--- config.mk ---
export PLATFORM = sky130hd
export DESIGN_NAME = mouse_cmd_sequencer
export DESIGN_NICKNAME = d
export VERILOG_FILES = /design/src/rtl/mouse_pkg.sv /design/src/rtl/mouse_timeout_timer.sv /design/src/rtl/mouse_cmd_sequencer.sv
export SDC_FILE = /design/constraint.sdc
export NUM_CORES = 1
export LEC_CHECK = 0
export ABC_AREA = 1
export BUFFER_PORTS_ARGS = -buffer_cell sky130_fd_sc_hd__buf_2
export CORE_MARGIN = 4
export CORE_UTILIZATION = 58
export CTS_CLUSTER_DIAMETER = 120
export CTS_CLUSTER_SIZE = 30
export DETAILED_ROUTE_END_ITERATION = 10
export PLACE_DENSITY = 0.8
export SYNTH_ARGS = -nofsm -noshare
export SYNTH_HDL_FRONTEND = slang
export SYNTH_SLANG_ARGS = --single-unit
--- constraint.sdc ---
create_clock -name CLK -period 3.6 [get_ports CLK]
set_input_delay 0.72 -clock CLK [delete_from_list [all_inputs] [get_ports CLK]]
set_output_delay 0.72 -clock CLK [all_outputs]
set_load 0.02 [all_outputs]
--- src/rtl/mouse_pkg.sv ---
// mouse_pkg: shared types and constants for the PS/2 mouse link controller.
//   state_e   - sequencer state encoding
//   rx_err_t  - receiver error code (0 = byte received cleanly)
//   CMD_*/RSP_* - command bytes sent to, and response bytes expected from, the mouse
package mouse_pkg;

  typedef enum logic [3:0] {
    StInitSendFf,
    StWaitAck1,
    StWaitBat,
    StWaitId,
    StSendF4,
    StWaitAck2,
    StStreamB0,
    StStreamB1,
    StStreamB2,
    StHostSend,
    StHostAck,
    StFail
  } state_e;

  typedef logic [1:0] rx_err_t;
  localparam rx_err_t RX_OK = 2'd0;

  localparam logic [7:0] CMD_RESET  = 8'hFF;
  localparam logic [7:0] CMD_ENABLE = 8'hF4;
  localparam logic [7:0] RSP_ACK    = 8'hFA;
  localparam logic [7:0] RSP_BAT_OK = 8'hAA;
  localparam logic [7:0] RSP_ID     = 8'h00;

  // Byte the mouse must return while the sequencer sits in an init wait state.
  function automatic logic [7:0] init_expect(state_e s);
    case (s)
      StWaitAck1, StWaitAck2: return RSP_ACK;
      StWaitBat:              return RSP_BAT_OK;
      default:                return RSP_ID;
    endcase
  endfunction

  // Successor of an init wait state once its expected byte has arrived.
  function automatic state_e init_next(state_e s);
    case (s)
      StWaitAck1: return StWaitBat;
      StWaitBat:  return StWaitId;
      StWaitId:   return StSendF4;
      default:    return StStreamB0;
    endcase
  endfunction

endpackage

--- src/rtl/mouse_timeout_timer.sv ---
// mouse_timeout_timer: cycle counter shared by all response/packet wait states.
//   CLK, RESET - clock, asynchronous active-high reset
//   clear      - zero the count (first cycle of a new state)
//   enable     - count this cycle
//   limit      - timeout length in cycles
//   expired    - count has reached limit-1 while enabled
module mouse_timeout_timer #(
  parameter int unsigned CNT_W = 26
) (
  input  logic             CLK,
  input  logic             RESET,
  input  logic             clear,
  input  logic             enable,
  input  logic [CNT_W-1:0] limit,
  output logic             expired
);

  logic [CNT_W-1:0] count_q;

  always_ff @(posedge CLK or posedge RESET) begin
    if (RESET) begin
      count_q <= '0;
    end else if (clear) begin
      count_q <= '0;
    end else if (enable) begin
      count_q <= count_q + CNT_W'(1);
    end
  end

  // While clear is high the count still holds the previous state's value, so mask it.
  assign expired = enable && !clear && (count_q == limit - CNT_W'(1));

endmodule

--- src/rtl/mouse_cmd_sequencer.sv ---
// mouse_cmd_sequencer: PS/2 mouse link master. Runs the power-up exchange
// (FF -> FA/AA/00, F4 -> FA), then assembles 3-byte stream packets and slots
// host command bytes into the gaps between packets.
//   CLK, RESET                       - clock, asynchronous active-high reset
//   SEND_BYTE/BYTE_TO_SEND/BYTE_SENT - transmitter handshake
//   READ_ENABLE/BYTE_READ/BYTE_ERROR_CODE/BYTE_READY - receiver interface
//   HOST_CMD_*                       - host command request/accept/completion
//   MOUSE_STATUS/DX/DY, SEND_INTERRUPT - last packet and its strobe
//   INIT_DONE, INIT_FAIL             - init outcome levels
module mouse_cmd_sequencer
  import mouse_pkg::*;
#(
  parameter int unsigned RSP_TIMEOUT = 50_000_000,
  parameter int unsigned PKT_TIMEOUT = 1_000_000,
  parameter int unsigned RETRY_MAX   = 3,
  parameter int unsigned CNT_W       = 26
) (
  input  logic       CLK,
  input  logic       RESET,
  output logic       SEND_BYTE,
  output logic [7:0] BYTE_TO_SEND,
  input  logic       BYTE_SENT,
  output logic       READ_ENABLE,
  input  logic [7:0] BYTE_READ,
  input  logic [1:0] BYTE_ERROR_CODE,
  input  logic       BYTE_READY,
  input  logic       HOST_CMD_VALID,
  input  logic [7:0] HOST_CMD_BYTE,
  output logic       HOST_CMD_READY,
  output logic       HOST_CMD_DONE,
  output logic       HOST_CMD_ERR,
  output logic [7:0] MOUSE_STATUS,
  output logic [7:0] MOUSE_DX,
  output logic [7:0] MOUSE_DY,
  output logic       SEND_INTERRUPT,
  output logic       INIT_DONE,
  output logic       INIT_FAIL
);

  localparam int unsigned RetryW = (RETRY_MAX > 1) ? $clog2(RETRY_MAX) : 1;

  state_e            state_q, state_prev_q;
  logic              issued_q;  // SEND_BYTE already raised in the current send state
  logic [RetryW-1:0] retry_q;
  logic [7:0]        pkt_status_q, pkt_dx_q;
  logic              rx_ok, rsp_ok;
  logic              tmr_clear, tmr_enable, tmr_expired;
  logic [CNT_W-1:0]  tmr_limit;

  assign rx_ok  = (BYTE_ERROR_CODE == RX_OK);
  assign rsp_ok = rx_ok && (BYTE_READ == init_expect(state_q));

  assign tmr_clear  = (state_q != state_prev_q);
  assign tmr_enable = state_q inside {StWaitAck1, StWaitBat, StWaitId, StWaitAck2,
                                      StStreamB1, StStreamB2, StHostAck};
  assign tmr_limit  = (state_q inside {StStreamB1, StStreamB2}) ? CNT_W'(PKT_TIMEOUT)
                                                                : CNT_W'(RSP_TIMEOUT);

  assign READ_ENABLE = !(state_q inside {StInitSendFf, StSendF4, StHostSend, StFail});
  assign INIT_DONE   = state_q inside {StStreamB0, StStreamB1, StStreamB2,
                                       StHostSend, StHostAck};
  assign INIT_FAIL   = (state_q == StFail);

  mouse_timeout_timer #(
    .CNT_W (CNT_W)
  ) u_timer (
    .CLK     (CLK),
    .RESET   (RESET),
    .clear   (tmr_clear),
    .enable  (tmr_enable),
    .limit   (tmr_limit),
    .expired (tmr_expired)
  );

  always_ff @(posedge CLK or posedge RESET) begin
    if (RESET) begin
      state_q        <= StInitSendFf;
      state_prev_q   <= StInitSendFf;
      issued_q       <= 1'b0;
      retry_q        <= '0;
      pkt_status_q   <= '0;
      pkt_dx_q       <= '0;
      SEND_BYTE      <= 1'b0;
      BYTE_TO_SEND   <= CMD_RESET;
      HOST_CMD_READY <= 1'b0;
      HOST_CMD_DONE  <= 1'b0;
      HOST_CMD_ERR   <= 1'b0;
      MOUSE_STATUS   <= '0;
      MOUSE_DX       <= '0;
      MOUSE_DY       <= '0;
      SEND_INTERRUPT <= 1'b0;
    end else begin
      state_prev_q   <= state_q;
      SEND_BYTE      <= 1'b0;
      HOST_CMD_READY <= 1'b0;
      HOST_CMD_DONE  <= 1'b0;
      HOST_CMD_ERR   <= 1'b0;
      SEND_INTERRUPT <= 1'b0;
      unique case (state_q)
        StInitSendFf, StSendF4, StHostSend: begin
          // Transitions into a send state raise SEND_BYTE themselves; only the
          // post-reset entry arrives here with nothing issued yet.
          if (!issued_q) begin
            SEND_BYTE <= 1'b1;
            issued_q  <= 1'b1;
          end else if (BYTE_SENT) begin
            issued_q <= 1'b0;
            case (state_q)
              StInitSendFf: state_q <= StWaitAck1;
              StSendF4:     state_q <= StWaitAck2;
              default:      state_q <= StHostAck;
            endcase
          end
        end
        StWaitAck1, StWaitBat, StWaitId, StWaitAck2: begin
          if (BYTE_READY && rsp_ok) begin
            state_q <= init_next(state_q);
            if (state_q == StWaitId) begin
              SEND_BYTE    <= 1'b1;
              issued_q     <= 1'b1;
              BYTE_TO_SEND <= CMD_ENABLE;
            end
          end else if (BYTE_READY || tmr_expired) begin
            if (retry_q == RetryW'(RETRY_MAX - 1)) begin
              state_q <= StFail;
            end else begin
              retry_q      <= retry_q + RetryW'(1);
              state_q      <= StInitSendFf;
              SEND_BYTE    <= 1'b1;
              issued_q     <= 1'b1;
              BYTE_TO_SEND <= CMD_RESET;
            end
          end
        end
        StStreamB0: begin
          // A mouse byte in the same cycle wins; the host simply keeps waiting.
          if (BYTE_READY) begin
            if (rx_ok && BYTE_READ[3]) begin
              pkt_status_q <= BYTE_READ;
              state_q      <= StStreamB1;
            end
          end else if (HOST_CMD_VALID) begin
            HOST_CMD_READY <= 1'b1;
            SEND_BYTE      <= 1'b1;
            issued_q       <= 1'b1;
            BYTE_TO_SEND   <= HOST_CMD_BYTE;
            state_q        <= StHostSend;
          end
        end
        StStreamB1: begin
          if (BYTE_READY) begin
            pkt_dx_q <= BYTE_READ;
            state_q  <= rx_ok ? StStreamB2 : StStreamB0;
          end else if (tmr_expired) begin
            state_q <= StStreamB0;
          end
        end
        StStreamB2: begin
          if (BYTE_READY) begin
            if (rx_ok) begin
              MOUSE_STATUS   <= pkt_status_q;
              MOUSE_DX       <= pkt_dx_q;
              MOUSE_DY       <= BYTE_READ;
              SEND_INTERRUPT <= 1'b1;
            end
            state_q <= StStreamB0;
          end else if (tmr_expired) begin
            state_q <= StStreamB0;
          end
        end
        StHostAck: begin
          if (BYTE_READY || tmr_expired) begin
            HOST_CMD_DONE <= 1'b1;
            HOST_CMD_ERR  <= !(BYTE_READY && rx_ok && (BYTE_READ == RSP_ACK));
            state_q       <= StStreamB0;
          end
        end
        StFail: state_q <= StFail;
        default: state_q <= StInitSendFf;
      endcase
    end
  end

endmodule

==> results of run 1 <==
-- synthesized netlist by cell type (3+ instances only) --
master,number
a21oi_1,18
buf_2,4
buf_6,4
clkbuf_1,7
dfrtp_1,82
dfstp_2,8
inv_1,71
inv_2,7
nand2_1,186
nand2_2,6
nand2_4,3
nand3_1,32
nand3_2,3
nand3_4,3
nand4_1,21
nor2_1,45
nor2_2,8
nor2_4,4
nor3_1,20
nor4_1,5
o21ai_0,47
o21ai_1,10
or2_2,5
xor2_1,4
-- registers in the layout, indices dropped and copies added (netlist names) --
signal and flops:
SEND_BYTE 1, pkt_status_q 8, HOST_CMD_ERR 1, pkt_dx_q 8, issued_q 1, BYTE_TO_SEND 8, state_prev_q 4, retry_q 2
MOUSE_STATUS 8, MOUSE_DY 8, state_q 4, HOST_CMD_READY 1, HOST_CMD_DONE 1, SEND_INTERRUPT 1, u_timer.count_q 26, MOUSE_DX 8
-- cells by family after synthesis --
logic type,after synthesis
AND/OR/NAND/NOR,347
AO/OA/AOI/OAI,82
buffers and inverters,95
XOR/XNOR,4
flip-flops,90
adder cells (fa/ha/maj),2
-- power by group --
part	total (mW)	switching (mW)	internal (mW)	leakage (nW)
Sequential	1.45	0.171	1.28	1.17
Clock	0.849	0.381	0.467	0.124
Combinational	1.54	1.08	0.463	1.48
Total	3.84	1.63	2.21	2.77
-- path summary, 6_finish.rpt --
path	start	end	slack, ns	depth (start not counted)
max	state_q[3]	READ_ENABLE	1.20	6
min	BYTE_TO_SEND[6]	BYTE_TO_SEND[6]	0.47	2
max reg2reg	state_q[0]	BYTE_TO_SEND[2]	1.27	11
min reg2reg	BYTE_TO_SEND[6]	BYTE_TO_SEND[6]	0.47	2
max in group asynchronous	RESET	BYTE_TO_SEND[1]	2.19	3
min in group asynchronous	RESET	MOUSE_DX[3]	0.56	2
-- metrics by stage --
stage	power [mW]	hold slack (ns)	setup WS, ns
6_report	3.842	0.4675	1.200
5_1_grt	4.081	0.4853	1.083
4_1_cts	3.847	0.4683	1.218
3_5_place_dp	2.993	0.4533	1.227
3_3_place_gp	2.935	0.4315	1.403
2_1_floorplan	2.625	0.3745	0.5580
-- per-layer routing --
metal / vias to the layer above / part of all wire / GRT usage / wire length [um]
li1: 2117 / - / - / -
met1: 2041 / 0.45 / 0.3550 / 5323
met2: 201 / 0.45 / 0.3673 / 5365
met3: 21 / 0.081 / 0.05520 / 958
met4: 0 / 0.016 / 0.06092 / 189
met5: - / 0 / 0 / 0
-- worst max-delay path, delay by kind of cell (launching register included) --
kind                   cells  cell delay, ns
buffers and inverters      3            0.36
AND/OR/NAND/NOR            2            0.25
flip-flops                 1            0.59
AO/OA/AOI/OAI              1            0.11
-- area by class of cell --
cell class	count	area [um^2]
fillers	656	2475
flip-flops and latches	90	2262
multi-input cells	435	2141
repair buffers	65	332.8
inverters	79	300.3
well taps	102	127.6
clock inverters	7	125.1
clock buffers	9	123.9
==> impl_metrics.toml, run 1 <==
[status]
status = "finished clean"

[logic_synthesis]
synth.distinct_cells = 35
synthAdderAreaFrac = 0.005212
ys_ff_latch = 90
synth_mux_area_frac = 0
synth_top_area_frac = 0.4274
synth_xor_area_frac = 0.007297
synth_top_family_by_area = "simple AND/OR/NAND/NOR gates"
async_flop_share = 1.000
syn_nets = 645
syn_avg_cell_area_um2 = 7.743
yosysTopAreaCell = "dfrtp_1"
yosysSeqAreaShare = 0.4712
synth_area_um2 = 4801
synthSimpleGateAreaFrac = 0.3448
ys.flop_type = "dfrtp_1"
synth_edf_count = 0
synth_warnings = 0
synth_compound_area_frac = 0.08861
synth.area.top_cells = "dfrtp_1 43%, nand2_1 15%, inv_1 5.6%, o21ai_0 4.9%, dfstp_2 4.4%"
syn_inst = 620

[grt]
grt_pass1_wl_mm = 19.47
grt_max_degree = 59
antenna_found_initial = 0
overflow = 0
grt_pass1_vias = 4041
groute.usage.overall = 0.2429

[cts]
clk_latency_ns = 0.36
numClockSinks = 90
htree_levels = 3
cts_tree = "built"
post_cts_buffers = 0
cts_buffers = 9
postCtsHoldBufs = 0
cts_root_buf = "clkbuf_8"
cts_max_path_buffers = 2
post_cts_resized = 0
clk_pin_slew_worst_paths_ns = 0.10

[pwr]
powerDensity_nw_per_um2 = 709.8
p_leak_nw = 2.775
peakVddDrop_mv = 0.3879

[final_layout]
insertedDiodeCount = 0
layoutNonFillerInstCount = 787
final_core_utilization = 0.6862
nets = 705
final_common_cell = "nand2_1"
drive_gt1_frac = 0.1985
area_growth_pct = 12.74
final_cell_mix = "186 x nand2_1, 82 x dfrtp_1, 70 x inv_1"
final_area_um2 = 5413

[sta]
drv_slew = 0
final-hold-violation-count = 0
clock.fmax_mhz = 416.7
worst_clock_skew_ns = 0.01407
setup_violations = 0
finalCritPeriodShare = 0.6667
worstMarginPinSlew_ns = 1.294
fin_crit_ns = 2.400
rsz0062_at_grt = "no"
maxSlewHeadroom = 0.1280
finalSetupTns_ns = 0

[route]
drcViolationCount = 0
drt_iter0_drc = 279
drt-pass1-iter-count = 5
via_count = 4380
via_per_inst = 5.565
wl_per_cell_um = 15.04
finalWirelength_mm = 11.84
ant_nets = 0

[placed_design]
placed_area_um2 = 5164
place_hpwl_mm = 8.691
io_buffer_count = 62
routabilityCongestion = 1.012
dp.cells = 771

[floorplan]
die-area_um2 = 9797
die_h_um = 98.98
die_w_um = 98.98
core-area_um2 = 7888
start_util = 0.6087
pin_count = 63
rows = 32

[worst_setup_path]
crit_type = "reg -> out"
worstSetupEndpointType = "output port"
slowest_stage = "dfrtp_1"
worst-path-max-fanout = 10
critPathMaxStageDelay_ns = 0.59
cp.arrival_ns = 1.68
path_cells = "nand2_2 > inv_2 > nand2_1 > o21ai_0 > inv_1 > buf_2"
cp-start-kind = "register"
worstPathRequired_ns = 2.88

[min_path]
hold_path.class = "reg -> reg"

[flow_run]
drv_cap = 0
No activity file was read; power rests on OpenSTA's default activity.
==> inputs of run 2 (changes only) <==
--- a/config.mk
+++ b/config.mk
@@ -8,11 +8,11 @@
 export ABC_AREA = 1
 export BUFFER_PORTS_ARGS = -buffer_cell sky130_fd_sc_hd__buf_2
 export CORE_MARGIN = 4
-export CORE_UTILIZATION = 58
+export CORE_UTILIZATION = 52
 export CTS_CLUSTER_DIAMETER = 120
 export CTS_CLUSTER_SIZE = 30
 export DETAILED_ROUTE_END_ITERATION = 10
-export PLACE_DENSITY = 0.8
+export PLACE_DENSITY = 0.76
 export SYNTH_ARGS = -nofsm -noshare
 export SYNTH_HDL_FRONTEND = slang
 export SYNTH_SLANG_ARGS = --single-unit
==> constraint.sdc (replaced) <==
create_clock -name CLK -period 2.1 [get_ports CLK]
set_input_delay 0.42 -clock CLK [delete_from_list [all_inputs] [get_ports CLK]]
set_output_delay 0.42 -clock CLK [all_outputs]
set_load 0.02 [all_outputs]
==> run 2 against run 1 <==
  * Cell area up 2.4%
  * Sequential share of layout area down 0.89 points
  * Register-to-register slack worse by 1.1 ns
  * Largest cell class unchanged
  * Highest routed layer unchanged
==> impl_metrics.toml, run 2 (same netlist as run 1, synthesis figures left out) <==
[sta]
worst_clock_skew_ns = 0.01756
worstMarginPinSlew_ns = 0.5689
finalCritPeriodShare = 0.9345
clock.fmax_mhz = 509.6
final-hold-violation-count = 0
setup_violations = 0
maxSlewHeadroom = 0.6178
drv_slew = 0
rsz0062_at_grt = "no"
fin_crit_ns = 1.962
finalSetupTns_ns = 0

[pwr]
powerDensity_nw_per_um2 = 1210
peakVddDrop_mv = 0.6455
p_leak_nw = 2.843

[final_layout]
drive_gt1_frac = 0.2236
final_common_cell = "nand2_1"
top_register = "u_timer.count_q"
insertedDiodeCount = 0
layoutNonFillerInstCount = 810
final_cell_mix = "186 x nand2_1, 78 x dfrtp_1, 70 x inv_1"
area_growth_pct = 15.45
largest_reg_flops = 26
nets = 722

[route]
drt_iter0_drc = 414
drt-pass1-iter-count = 5
via_per_inst = 5.468
via_count = 4429
drcViolationCount = 0
wl_per_cell_um = 14.25
finalWirelength_mm = 11.54
ant_nets = 0

[cts]
cts_buffers = 9
cts_tree = "built"
numClockSinks = 90
htree_levels = 3
cts_max_path_buffers = 2
clk_latency_ns = 0.36
cts_root_buf = "clkbuf_8"
postCtsHoldBufs = 0
clk_pin_slew_worst_paths_ns = 0.11

[grt]
antenna_found_initial = 0
grt_pass1_wl_mm = 19.51
grt_pass1_vias = 4046
groute.usage.overall = 0.2171
grt_max_degree = 91
overflow = 0

[placed_design]
dp.cells = 789
place_hpwl_mm = 8.439
io_buffer_count = 62
routabilityCongestion = 0.9804

[worst_setup_path]
r2r_setup_slack_ns = 0.14
cp-start-kind = "register"
cp.arrival_ns = 2.26
crit_end = "BYTE_TO_SEND[1]"
worstSetupEndpointType = "register"
critPathLaunch = "state_q[0]"
worstRegToRegCells = 13
r2r_end = "BYTE_TO_SEND[1]"
worst-path-max-fanout = 9
worstPathRequired_ns = 2.40
r2r_start = "state_q[0]"
crit_type = "reg -> reg"

[floorplan]
start_util = 0.5426
die-area_um2 = 10830
die_w_um = 104.1
core-area_um2 = 8848
die_h_um = 104.1
pin_count = 63
rows = 34

[status]
status = "finished clean"

[min_path]
hold_path.class = "in -> async"

[flow_run]
drv_cap = 0
-- run 2: per-stage QoR --
step	total power [mW]	worst slack, ns	cell area, um^2	hold WS, ns	util
floorplan	4.500	0.3587	4805	0.3745	-
global placement	5.278	0.1236	5276	0.4326	0.5963
detailed placement	5.351	0.09093	5276	0.4356	0.5963
CTS	6.668	0.04309	5490	0.1989	0.6205
global route	7.177	0.005595	5543	0.1945	0.6264
finish	6.705	0.1375	5543	0.1797	0.6264
-- run 2: timing repair --
| action | CTS | global route |
|---|---|---|
| gates resized for setup | 0 | 6 |
| hold endpoints to repair | 0 | 0 |
| buffers inserted | 0 | 5 |
| endpoints found under the setup margin | 0 | 19 |
-- run 2: layout make-up --
class	count	area, um^2
clock buffers	9	123.9
clock inverters	7	90.09
fillers	784	3306
inverters	79	305.3
multi-input cells	435	2148
flip-flops and latches	90	2267
well taps	108	135.1
repair buffers	82	473.0
-- run 2: routing by layer --
metal  GRT usage  share of wire  vias to the layer above
met5           0              0                        -
met4     0.06743          0.017                        0
met3     0.03228          0.063                       21
met2      0.3305           0.46                      180
met1      0.3206           0.46                     2070
li1            -              -                     2158
-- run 2: worst max-delay path, cell delays in order, from the launching register on --
cell     delay (ns)
dfrtp_2        0.51
buf_4          0.19
nor2_8         0.12
nand2_2        0.09
nand2_1        0.07
nand2_1        0.06
nand2_2        0.09
nand3_4        0.10
nand3_2        0.12
nand2_4        0.09
nor2_8         0.16
nand3_4        0.14
nand2_1        0.10
nand2_1        0.06
-- run 2: report_power, final --
group / total (mW) / switching, mW / internal (mW) / leakage (nW)
Sequential: 2.46 / 0.259 / 2.20 / 1.17
Combinational: 2.96 / 1.97 / 0.991 / 1.57
Clock: 1.29 / 0.697 / 0.589 / 0.111
Total: 6.70 / 2.93 / 3.78 / 2.84
-- run 2: how the worst min path moves through the flow --
stage                                from              end  slack [ns]  cells past startpoint
final                               RESET      pkt_dx_q[0]        0.18                      3
after global routing                RESET      pkt_dx_q[0]        0.19                      3
after CTS                           RESET      pkt_dx_q[0]        0.20                      3
after detailed placement  pkt_status_q[3]  pkt_status_q[3]        0.44                      2
after global placement    pkt_status_q[3]  pkt_status_q[3]        0.43                      2
after floorplan                state_q[0]  state_prev_q[0]        0.37                      0
==> inputs of run 3 (changes only) <==
--- a/config.mk
+++ b/config.mk
@@ -6,7 +6,7 @@
 export NUM_CORES = 1
 export LEC_CHECK = 0
 export ABC_AREA = 1
-export BUFFER_PORTS_ARGS = -buffer_cell sky130_fd_sc_hd__buf_2
+export BUFFER_PORTS_ARGS = -buffer_cell sky130_fd_sc_hd__buf_4
 export CORE_MARGIN = 4
 export CORE_UTILIZATION = 52
 export CTS_CLUSTER_DIAMETER = 120
==> run 3 against run 2 <==
  * Die area is the same
  * Sequential share of layout area shrank 1.4 points
  * Core utilization grew 2.3 points
  * Combinational power grew 4%
  * Maximum frequency shrank 2.2%
  * Final cell count shrank 0.12%
  * Sequential power is essentially flat
  * First-iteration DRC count shrank 21%
  * Hold slack lost 0.055 ns
  * Setup slack lost 0.044 ns
  * Clock skew is essentially flat
==> impl_metrics.toml, run 3 (same netlist as run 1, synthesis figures left out) <==
[cts]
cts_tree = "built"
clk_pin_slew_worst_paths_ns = 0.10
numClockSinks = 90
cts_buffers = 9
clk_latency_ns = 0.36
htree_levels = 3
postCtsHoldBufs = 0
cts_max_path_buffers = 2
cts_root_buf = "clkbuf_8"

[worst_setup_path]
r2r_setup_slack_ns = 0.14
cp.arrival_ns = 1.59
worstSetupEndpointType = "output port"
cp-start-kind = "register"
crit_type = "reg -> out"
worstPathRequired_ns = 1.68
critPathMaxStageDelay_ns = 0.48
cp_top_family = "flip-flops"
critPathMostFrequentCell = "buf_4"
worst-path-max-fanout = 6
worstRegToRegCells = 13
r2r_start = "state_q[0]"
slowest_stage = "dfrtp_2"
r2r_end = "BYTE_TO_SEND[5]"
crit_cells = 5
path_buf_inv = 3
path_cells = "buf_4 > nand2_2 > inv_1 > o21ai_0 > buf_4"

[final_layout]
top_register = "u_timer.count_q"
nets = 721
final_common_cell = "nand2_1"
drive_gt1_frac = 0.2268
final_area_um2 = 5746
area_growth_pct = 19.68
largest_reg_flops = 26
insertedDiodeCount = 0
final_cell_mix = "185 x nand2_1, 78 x dfrtp_1, 78 x buf_4"

[pwr]
powerDensity_nw_per_um2 = 1203
p_leak_nw = 2.877
peakVddDrop_mv = 1.001

[sta]
final-hold-violation-count = 0
finalSetupTns_ns = 0
maxSlewHeadroom = 0.5833
fin_crit_ns = 2.006
worstMarginPinSlew_ns = 0.6237
setup_violations = 0
finalCritPeriodShare = 0.9555
clock.fmax_mhz = 498.4
worst_clock_skew_ns = 0.01715
rsz0062_at_grt = "no"
drv_slew = 0

[route]
via_count = 4340
route.met2.wl_mm = 5.799
drcViolationCount = 0
wl_met3_um = 804
drt_iter0_drc = 327
ant_nets = 0
finalWirelength_mm = 12.04
via_per_inst = 5.365
wl_per_cell_um = 14.89
maxUsedRoutingLayer = "met4"
wl_met1_mm = 5.245
drt-pass1-iter-count = 6

[grt]
grt_max_degree = 42
grt_pass1_wl_mm = 20.62
grt_pass1_vias = 4337
overflow = 0
antenna_found_initial = 0
groute.usage.overall = 0.2298

[placed_design]
placed_area_um2 = 5449
routabilityCongestion = 0.9239
io_buffer_count = 62
place_hpwl_mm = 8.958

[floorplan]
die_w_um = 104.1
start_util = 0.5426
die-area_um2 = 10830
rows = 34
core-area_um2 = 8848
die_h_um = 104.1
pin_count = 63

[flow_run]
drv_cap = 0

[min_path]
hold_path.class = "in -> async"

[status]
status = "finished clean"
==> run 3: cell types whose count changed in the layout (fill, tap and decap cells not counted), moves of 2 or more <==
cell	change
buf_12	+2
buf_2	-62
inv_8	-2
buf_4	+59
==> run 3: cell type report <==
cell class              instances  area [um^2]
clock buffers                  10        127.6
clock inverters                 6        96.34
fillers                       749         3103
inverters                      79        302.8
multi-input cells             435         2171
flip-flops and latches         90         2267
well taps                     108        135.1
repair buffers                 81        645.6
==> run 3: layer usage <==
metal / global-route usage / vias to the layer above
met1: 0.3080 / 2009
met5: 0 / -
met3: 0.04655 / 23
met4: 0.06553 / 0
met2: 0.3793 / 150
li1: - / 2158
==> run 3: worst register-to-register path, cell delays in order (launching register included) <==
cell and delay [ns]:
dfrtp_2 0.48, buf_4 0.18, nor2_8 0.13, nand2_2 0.10, nand2_1 0.07, nand2_1 0.06
nand2_2 0.10, nand3_4 0.10, nand3_2 0.13, nand2_4 0.09, nor2_8 0.16, nand3_4 0.14
nand2_1 0.09, nand2_1 0.06
==> run 3: worst max path at each step <==
| stage | from | to | slack, ns |
|---|---|---|---|
| floorplan | u_timer.count_q[0] | issued_q | 0.36 |
| global placement | state_q[0] | BYTE_TO_SEND[2] | 0.11 |
| detailed placement | state_q[0] | BYTE_TO_SEND[7] | 0.06 |
| CTS | state_q[3] | READ_ENABLE | 0.04 |
| global route | state_q[3] | u_timer.count_q[18] | 0.006 |
| finish | state_q[0] | INIT_DONE | 0.09 |
==> run 3: what timing repair did <==
item	CTS	global route
gates resized for setup	0	10
setup buffers	0	5
setup endpoints to repair	0	19
hold endpoints to repair	0	0
==> run 3: through the flow <==
step,cells,util,worst slack (ns),total power [mW],hold slack (ns)
floorplan,620,-,0.3587,4.500,0.3745
global placement,788,0.6158,0.1072,5.395,0.4333
detailed placement,788,0.6158,0.05782,5.476,0.4381
CTS,804,0.6411,0.04110,6.848,0.1318
global route,809,0.6493,0.006099,7.382,0.1700
finish,809,0.6493,0.09352,6.910,0.1247
==> run 3: report_power, final <==
group	internal (mW)	total, mW	switching, mW
clock network	0.689	1.35	0.666
logic	1.13	3.07	1.94
registers	2.20	2.48	0.285
total	4.02	6.91	2.89
